`src/rtl/clk_div_multi.sv`:
```
// ---------------------------------------------------------------------------
// clk_div_multi
//
// Multi-channel programmable clock divider / one-shot interval timer.
// Each channel is fully independent. It produces one of two outputs:
//   - mode 0: a free-running square wave of period 2*half cycles.
//   - mode 1: a single high pulse lasting exactly half cycles, which
//     can be retriggered while it is running.
// Each channel also emits a one-cycle tick strobe at every terminal count.
// Consumers can therefore stay in the clk domain.
//
// Ports
//   clk      : system clock, rising edge
//   rst      : asynchronous reset, active-low
//   en       : per-channel run enable (0 freezes counter/outputs, tick=0)
//   clr      : per-channel synchronous clear (half register is kept)
//   mode     : per-channel mode, 0 = divider, 1 = one-shot
//   start    : per-channel one-shot trigger (used in mode 1 only)
//   load     : per-channel write strobe for the half-period register
//   half_in  : half-period values, channel i uses [i*CW +: CW]
//   clk_out  : divided clock / timed pulse (registered)
//   tick     : one-cycle terminal strobe (registered)
//   busy     : one-shot in progress (registered, 0 in mode 0)
// ---------------------------------------------------------------------------
module clk_div_multi #(
    parameter int CH       = 2,
    parameter int CW       = 27,
    parameter int DEF_HALF = 100_000_000
) (
    input  logic             clk,
    input  logic             rst,
    input  logic [CH-1:0]    en,
    input  logic [CH-1:0]    clr,
    input  logic [CH-1:0]    mode,
    input  logic [CH-1:0]    start,
    input  logic [CH-1:0]    load,
    input  logic [CH*CW-1:0] half_in,
    output logic [CH-1:0]    clk_out,
    output logic [CH-1:0]    tick,
    output logic [CH-1:0]    busy
);

    typedef enum logic {
        OS_IDLE = 1'b0,
        OS_RUN  = 1'b1
    } os_state_t;

    genvar gi;
    generate
        for (gi = 0; gi < CH; gi++) begin : g_ch
            logic [CW-1:0] cnt_q, cnt_d;
            logic [CW-1:0] half_q, half_d;
            logic [CW-1:0] half_slice;
            logic          mode_q, mode_d;
            logic          clk_q, clk_d;
            logic          tick_q, tick_d;
            os_state_t     state_q, state_d;
            logic          term;

            assign half_slice = half_in[gi*CW +: CW];

            // half_q is never 0, so half_q-1 cannot underflow. Using >=
            // forces a wrap when half is lowered below the running count.
            assign term = (cnt_q >= (half_q - CW'(1)));

            always_comb begin
                cnt_d   = cnt_q;
                clk_d   = clk_q;
                state_d = state_q;
                tick_d  = 1'b0;
                mode_d  = mode[gi];

                // A load is independent of clear, enable and mode. A zero
                // value is promoted to 1 so that the terminal compare stays
                // meaningful.
                if (load[gi]) begin
                    half_d = (half_slice == '0) ? CW'(1) : half_slice;
                end else begin
                    half_d = half_q;
                end

                if (clr[gi] || (mode[gi] != mode_q)) begin
                    cnt_d   = '0;
                    clk_d   = 1'b0;
                    state_d = OS_IDLE;
                end else if (en[gi]) begin
                    if (!mode_q) begin
                        if (term) begin
                            cnt_d  = '0;
                            clk_d  = ~clk_q;
                            tick_d = 1'b1;
                        end else begin
                            cnt_d = cnt_q + CW'(1);
                        end
                    end else begin
                        if (start[gi]) begin
                            // Fresh start and retrigger both restart the interval.
                            cnt_d   = '0;
                            clk_d   = 1'b1;
                            state_d = OS_RUN;
                        end else if (state_q == OS_RUN) begin
                            if (term) begin
                                cnt_d   = '0;
                                clk_d   = 1'b0;
                                state_d = OS_IDLE;
                                tick_d  = 1'b1;
                            end else begin
                                cnt_d = cnt_q + CW'(1);
                            end
                        end
                    end
                end
            end

            always_ff @(posedge clk or negedge rst) begin
                if (!rst) begin
                    cnt_q   <= '0;
                    half_q  <= CW'(DEF_HALF);
                    mode_q  <= 1'b0;
                    clk_q   <= 1'b0;
                    tick_q  <= 1'b0;
                    state_q <= OS_IDLE;
                end else begin
                    cnt_q   <= cnt_d;
                    half_q  <= half_d;
                    mode_q  <= mode_d;
                    clk_q   <= clk_d;
                    tick_q  <= tick_d;
                    state_q <= state_d;
                end
            end

            assign clk_out[gi] = clk_q;
            assign tick[gi]    = tick_q;
            assign busy[gi]    = (state_q == OS_RUN);
        end
    endgenerate

endmodule

```
`config.mk`:
```
export PLATFORM = sky130hd
export DESIGN_NAME = clk_div_multi
export DESIGN_NICKNAME = d
export VERILOG_FILES = /design/src/rtl/clk_div_multi.sv
export SDC_FILE = /design/constraint.sdc
export NUM_CORES = 1
export LEC_CHECK = 0
export CAP_MARGIN = 30
export CORE_UTILIZATION = 25
export DETAILED_ROUTE_END_ITERATION = 12
export PLACE_DENSITY = 0.52
export SLEW_MARGIN = 20
export SYNTH_ARGS = -nofsm -noshare
export SYNTH_HDL_FRONTEND = slang
export SYNTH_SLANG_ARGS = --single-unit
```
`constraint.sdc`:
```
create_clock -name clk -period 10.9 [get_ports clk]
set_input_delay 2.18 -clock clk [delete_from_list [all_inputs] [get_ports clk]]
set_output_delay 2.18 -clock clk [all_outputs]
set_load 0.05 [all_outputs]
```
Word level (Yosys, flattened, before mapping):

Cells that the tools add are included.

* register bits: 116
* input port bits: 66
* output and inout bits: 6

* add/subtract/negate cells: 4
* order comparisons: 2
* equality and inequality tests: 4
* mux-type cells: 52
* bitwise gates (word level): 2
* reduce and logical (&&, ||, !) cells: 18

Operator list (count)
* $mux 27: 14
* $add 27x1->27 const B: 2
* $ge 27x27->1: 2
* $logic_not 27->1: 2
* $sub 27x1->27 const B: 2
* $mux 1: 38
* $reduce_bool 3->1: 4
* $ne 4x2->1 const B: 2
* $reduce_and 2->1: 4
* $reduce_and 4->1: 2
* $reduce_bool 2->1: 4
* $logic_or 1x1->1: 2
* $ne 1x1->1: 2
* $not 1->1: 2

Depth between registers and ports, before layout:

* depth in word-level cells: 8
* gate-level depth with buffers: 19

Least setup slack after synthesis:

No wires, ideal clock.

* kind: flip-flop to flip-flop
* start point: register g_ch[0].half_q[9]
* end point: register g_ch[0].cnt_q[10]
* library setup time: 0.071 ns
* arrival time: 3.628 ns
* data required time: 10.829 ns
* path slack: 7.201 ns
* stages on the path, launching flop included: 18
* clock period less this slack: 3.699 ns
* cells stage by stage: dfrtp_1 > or3_1 > nor3_2 > nand4b_2 > or4_4 > nor2_1 > xnor2_1 > ha_1 > a21oi_1 > o21ai_0 > a21oi_1 > nor2_1 > or3_1 > buf_2 > nor3_4 > nor2_4 > buf_6 > nor2_1

* cells in the longest elaborated chain, start to end: 8

Ends and longest elaborated chain
* start: declaration: line 52 `logic [CW-1:0] half_q, half_d;`
* start signal: assignment: line 118 `half_q <= CW'(DEF_HALF);`
* start signal: assignment: line 125 `half_q <= half_d;`
* $sub 27x1->27 *: line 64 `assign term = (cnt_q >= (half_q - CW'(1)));`
* $ge 27x27->1 *: line 64
* $mux 27 *: line 88, 102
* $mux 27: line 101 `end else if (state_q == OS_RUN) begin`
* $mux 27: line 96 `if (start[gi]) begin`
* $mux 27 *: line 87 `if (!mode_q) begin`
* $mux 27 *: line 86 `end else if (en[gi]) begin`
* $mux 27 *: line 82 `if (clr[gi] || (mode[gi] != mode_q)) begin`
* end signal: assignment: line 124 `cnt_q <= cnt_d;`
* end: declaration: line 51 `logic [CW-1:0] cnt_q, cnt_d;`

Mark *: on every way between the ends. The rest lies on a longest branch, timed or not. The select of a mux whose other input is x is not followed.
A chain may end at the register's enable or synchronous reset.

Worst setup path in the final report:

* start point: register g_ch[1].half_q[2]
* end point: register g_ch[1].cnt_q[10]

* cells in the longest elaborated chain, start to end: 8

Ends and longest elaborated chain (line)
* start: declaration: 52
* start signal: assignment: 118
* start signal: assignment: 125
* $sub 27x1->27 *: 64
* $ge 27x27->1 *: 64
* $mux 27 *: 88, 102
* $mux 27: 101
* $mux 27: 96
* $mux 27 *: 87
* $mux 27 *: 86
* $mux 27 *: 82
* end signal: assignment: 124
* end: declaration: 51

Marks and branches as above.

==> run summary <==
Across all register-to-register paths, the minimum setup slack is 6590 ps. The worst slack at placement is 6230 ps. The signal on the critical path passes through nor4_1, nand3_1, or2_4, nor3_1, xnor2_1, ha_1, nand4_1, nor3_1, nand2_1, o211ai_1, buf_4, nor2b_1, o21ai_0, o31ai_1. The cell class contributing the biggest share of worst-path delay is simple AND/OR/NAND/NOR gates.

The combined buffer and inverter count along the critical path is 1. The count of flip-flops with a built-in enable after synthesis is 0. The share of synthesized area in the top cell type comes to 31.1%.

The H-tree generated during clock tree synthesis spans 4 levels. The worst setup path is launched from a flip-flop. The synthesized netlist occupies a cell area of 7400 sq um. After the first detailed-routing iteration, the DRC count stood at 242. The detailed-route wire length per cell is 14.2 um. For the final routed database, the setup TNS stands at 0 ps.

Setup violations remaining at the end of the flow were counted as 0. The starting density of the core came out at 25.6%. The overall via count from detail_route is 5668. In this run the most critical hold path is launched from g_ch[1].cnt_q[10]$_DFFE_PN0P_. The post-route clock period utilization is 39.5%.

The post-synthesis async set-or-reset flop share is 100%. The instance count on the critical path came out at 14. The number of primary I/O pins came out at 72.

The worst clock skew on the final layout is 11.3 ps. The final design area excluding fillers is 9080 sq um. The die outline height came out at 174 um. The half-perimeter wire length of the detailed placement result is 13000 um. Of all cell types, the one taking the most synthesized area is sky130_fd_sc_hd__dfrtp_1. The maximum clock frequency came out at 232 MHz. Routability-driven placement finished with a final weighted congestion of 0.750. The number of antenna violations at the first check in global routing was 0. The number of buffers created by CTS is 17.

Leaving out fill and tap cells, the most frequent cell in the layout is sky130_fd_sc_hd__dfrtp_1. The class of the worst hold path is flip-flop to flip-flop. The hold-critical path endpoint is g_ch[1].cnt_q[10]$_DFFE_PN0P_.

The antenna cell count came out at 0. After clock tree synthesis, the flow added hold-fix buffers numbering 0. The largest net degree at the start of global routing came out at 60. The clock latency of the later-clocked register in the worst-skew pair came out at 420 ps. After filler insertion, the fill cell instance count of the layout stands at 2940.

The run finished with clean final reports. The clock net in this run drives a total of 116 sinks. The max-capacitance violation count is 0. In this run the worst path has a maximum fanout of 16. The startpoint of the worst setup timing path is g_ch[1].half_q[2]$_DFFE_PN0P_. For this design, the slowest cell found on the critical path is sky130_fd_sc_hd__nor4_1. After clock tree synthesis, the clock-pin slew on the worst setup and hold paths is 50 ps. The root cell of the clock tree is sky130_fd_sc_hd__clkbuf_16. The required time at the endpoint of the critical path came out at 11190 ps. The mean instance size in the synthesized netlist came out at 9.86 sq um. The number of gates resized after cts came out at 0.

The total track usage is 12.0%. The data arrival time of the critical path is 4600 ps. The final layout contains 947 nets.

The share of the yosys chip area belonging to registers came out at 39.7%. The synthesized netlist contains 58 unique library cells. On the worst path, the slowest cell contributes a delay of 680 ps. The hold violation count in the final report was 0.

Headroom to the max-slew limit came out at 37.8%. The first detailed-routing pass took 4 iterations. The area overhead of the layout relative to synthesis is 22.7%. By instance count, the cell type seen most on the critical path is sky130_fd_sc_hd__nor3_1. The placed instance area is 8490 sq um.

The cell count of the worst reg-to-reg path is 14. The die is 174 um wide. Leaving out fill and tap cells, the most frequent cells in the layout are sky130_fd_sc_hd__dfrtp_1 (92), sky130_fd_sc_hd__nor2_1 (79), sky130_fd_sc_hd__clkdlybuf4s50_1 (70), sky130_fd_sc_hd__ha_1 (58), sky130_fd_sc_hd__mux2_2 (51).

The floorplan step defined a core boundary enclosing 28900 sq um. The floorplan row count came out at 62. In the routed design, unresolved DRC markers number 0.

By area the synthesized netlist is led by sky130_fd_sc_hd__dfrtp_1 (31%), sky130_fd_sc_hd__ha_1 (9.8%), sky130_fd_sc_hd__dfstp_2 (8.5%), sky130_fd_sc_hd__mux2_2 (7.8%), sky130_fd_sc_hd__xnor2_1 (5.6%). The longest clock path from root to sink contains 2 buffers. For this design the static power due to leakage is 3.56 nW.

The final critical-path required period came out at 4310 ps. The average vias per placed instance is 4.65. The number of nets still failing antenna checks after routing came out at 0.

The worst register-to-register path ends at g_ch[1].cnt_q[10]$_DFFE_PN0P_. Port buffering added 71 buffers. The peak supply drop is 0.0863 mV. The transition at the pin with the smallest max-transition slack is 926 ps. In the final layout, the share of cells above drive strength 1 is 15.0%. The total global routing overflow came out at 0. For this design the ratio of total power to cell area is 131 nW/um^2.

The endpoint type of the worst setup path is a flip-flop. The leading register cell type out of synthesis is sky130_fd_sc_hd__dfrtp_1. The worst setup slack after layout came out at 6590 ps.

For this block, the routed nets add up to 17400 um of wire. The cell depth of the worst hold path is 1. The first global-routing pass estimated 28900 um of wire. Synthesis inferred 116 register bits. The number of global-route vias before repair came out at 5609.

The path type of the worst setup path is flip-flop to flip-flop. TritonCTS built the clock tree. The number of setup buffers added after CTS came out at 0. The number of standard cells after synthesis came out at 750. The Yosys step of the flow raised 0 warnings. The die outline area is 30300 sq um. The number of slew-limit violations in the final report came out at 0. Counting every net in the synthesized netlist gives 874.

The startpoint identified for the worst register-to-register timing path is g_ch[1].half_q[2]$_DFFE_PN0P_. Setup repair after global routing left no endpoint under its margin.
-- state kept, by name, indices dropped and copies added, names as in the netlist --
register	flops
g_ch.cnt_q	54
g_ch.mode_q	2
g_ch.clk_q	2
g_ch.tick_q	2
g_ch.state_q	2
g_ch.half_q	54
-- synthesized netlist by cell type (all sizes together), types with 10 or more instances --
master and instances:
a21oi 32, and3 12, buf 11, clkbuf 11
dfrtp 92, dfstp 24, ha 58, inv 13
mux2 51, nand2 50, nand3 36, nand4 24
nor2 80, nor3 34, nor4 24, o21ai 36
o31ai 10, xnor2 47, xor2 35
-- worst register-to-register path: cells and delay by family (launching register included) --
| kind | cells | cell delay, ps |
|---|---|---|
| AOI/OAI and AO/OA | 3 | 800 |
| xor gates and xnor gates | 1 | 110 |
| DFF | 1 | 430 |
| adders and majority gates | 1 | 310 |
| buffers and inverters | 1 | 330 |
| and+or+nand+nor | 8 | 2210 |
-- layout make-up --
cell class	instances	area [sq um]	area share (%)
Clock inverter	5	75.1	0.827
Timing Repair Buffer	76	746	8.22
Multi-Input combinational cell	599	4290	47.3
Inverter	13	48.8	0.538
Tap cell	384	480	5.29
Clock buffer	27	503	5.54
Sequential cell	116	2930	32.3
-- layer usage --
metal	up-vias	GRT usage [%]	share of wire, %
li1	2887	-	-
met3	14	2.36	2.5
met1	2689	15.9	49
met5	-	0	0
met4	0	3.18	0.94
met2	78	19.8	47
-- power by group --
part,switching (mW),total [mW],internal (mW)
logic,0.0697,0.143,0.0732
clock network,0.200,0.560,0.360
registers,0.0280,0.488,0.460
total,0.297,1.19,0.893
-- how the worst max path moves through the flow --
| stage | end | slack [ps] |
|---|---|---|
| 2_1_floorplan | g_ch[0].cnt_q[10]$_DFFE_PN0P_ | 7200 |
| 3_3_place_gp | g_ch[1].cnt_q[4]$_DFFE_PN0P_ | 6310 |
| 3_5_place_dp | g_ch[1].cnt_q[4]$_DFFE_PN0P_ | 6230 |
| 4_1_cts | g_ch[1].cnt_q[17]$_DFFE_PN0P_ | 6450 |
| 5_1_grt | g_ch[1].cnt_q[10]$_DFFE_PN0P_ | 6040 |
| 6_report | g_ch[1].cnt_q[10]$_DFFE_PN0P_ | 6590 |
-- metrics by stage --
| step | power, mW | util (%) | hold slack, ps | std cells |
|---|---|---|---|---|
| after CTS | 1.21 | 31.3 | 528 | 1219 |
| after floorplan | 0.576 | - | 456 | 750 |
| after global placement | 0.637 | 29.3 | 514 | 1187 |
| after global routing | 1.24 | 31.4 | 554 | 1220 |
| after detailed placement | 0.640 | 29.3 | 518 | 1187 |
| final | 1.19 | 31.4 | 525 | 1220 |
-- logic make-up (layout without fill, tap and decap cells) --
kind of cell	count (synthesis)	in the layout	synth area share, %
flip-flops	116	116	39.7
buffers and inverters	35	121	2.33
XOR/XNOR	82	82	9.71
AND/OR/NAND/NOR	298	298	21.5
AO/OA/AOI/OAI	110	110	9.22
multiplexers	51	51	7.77
adder cells (fa/ha/maj)	58	58	9.81
(Power assumes the default switching activity.)
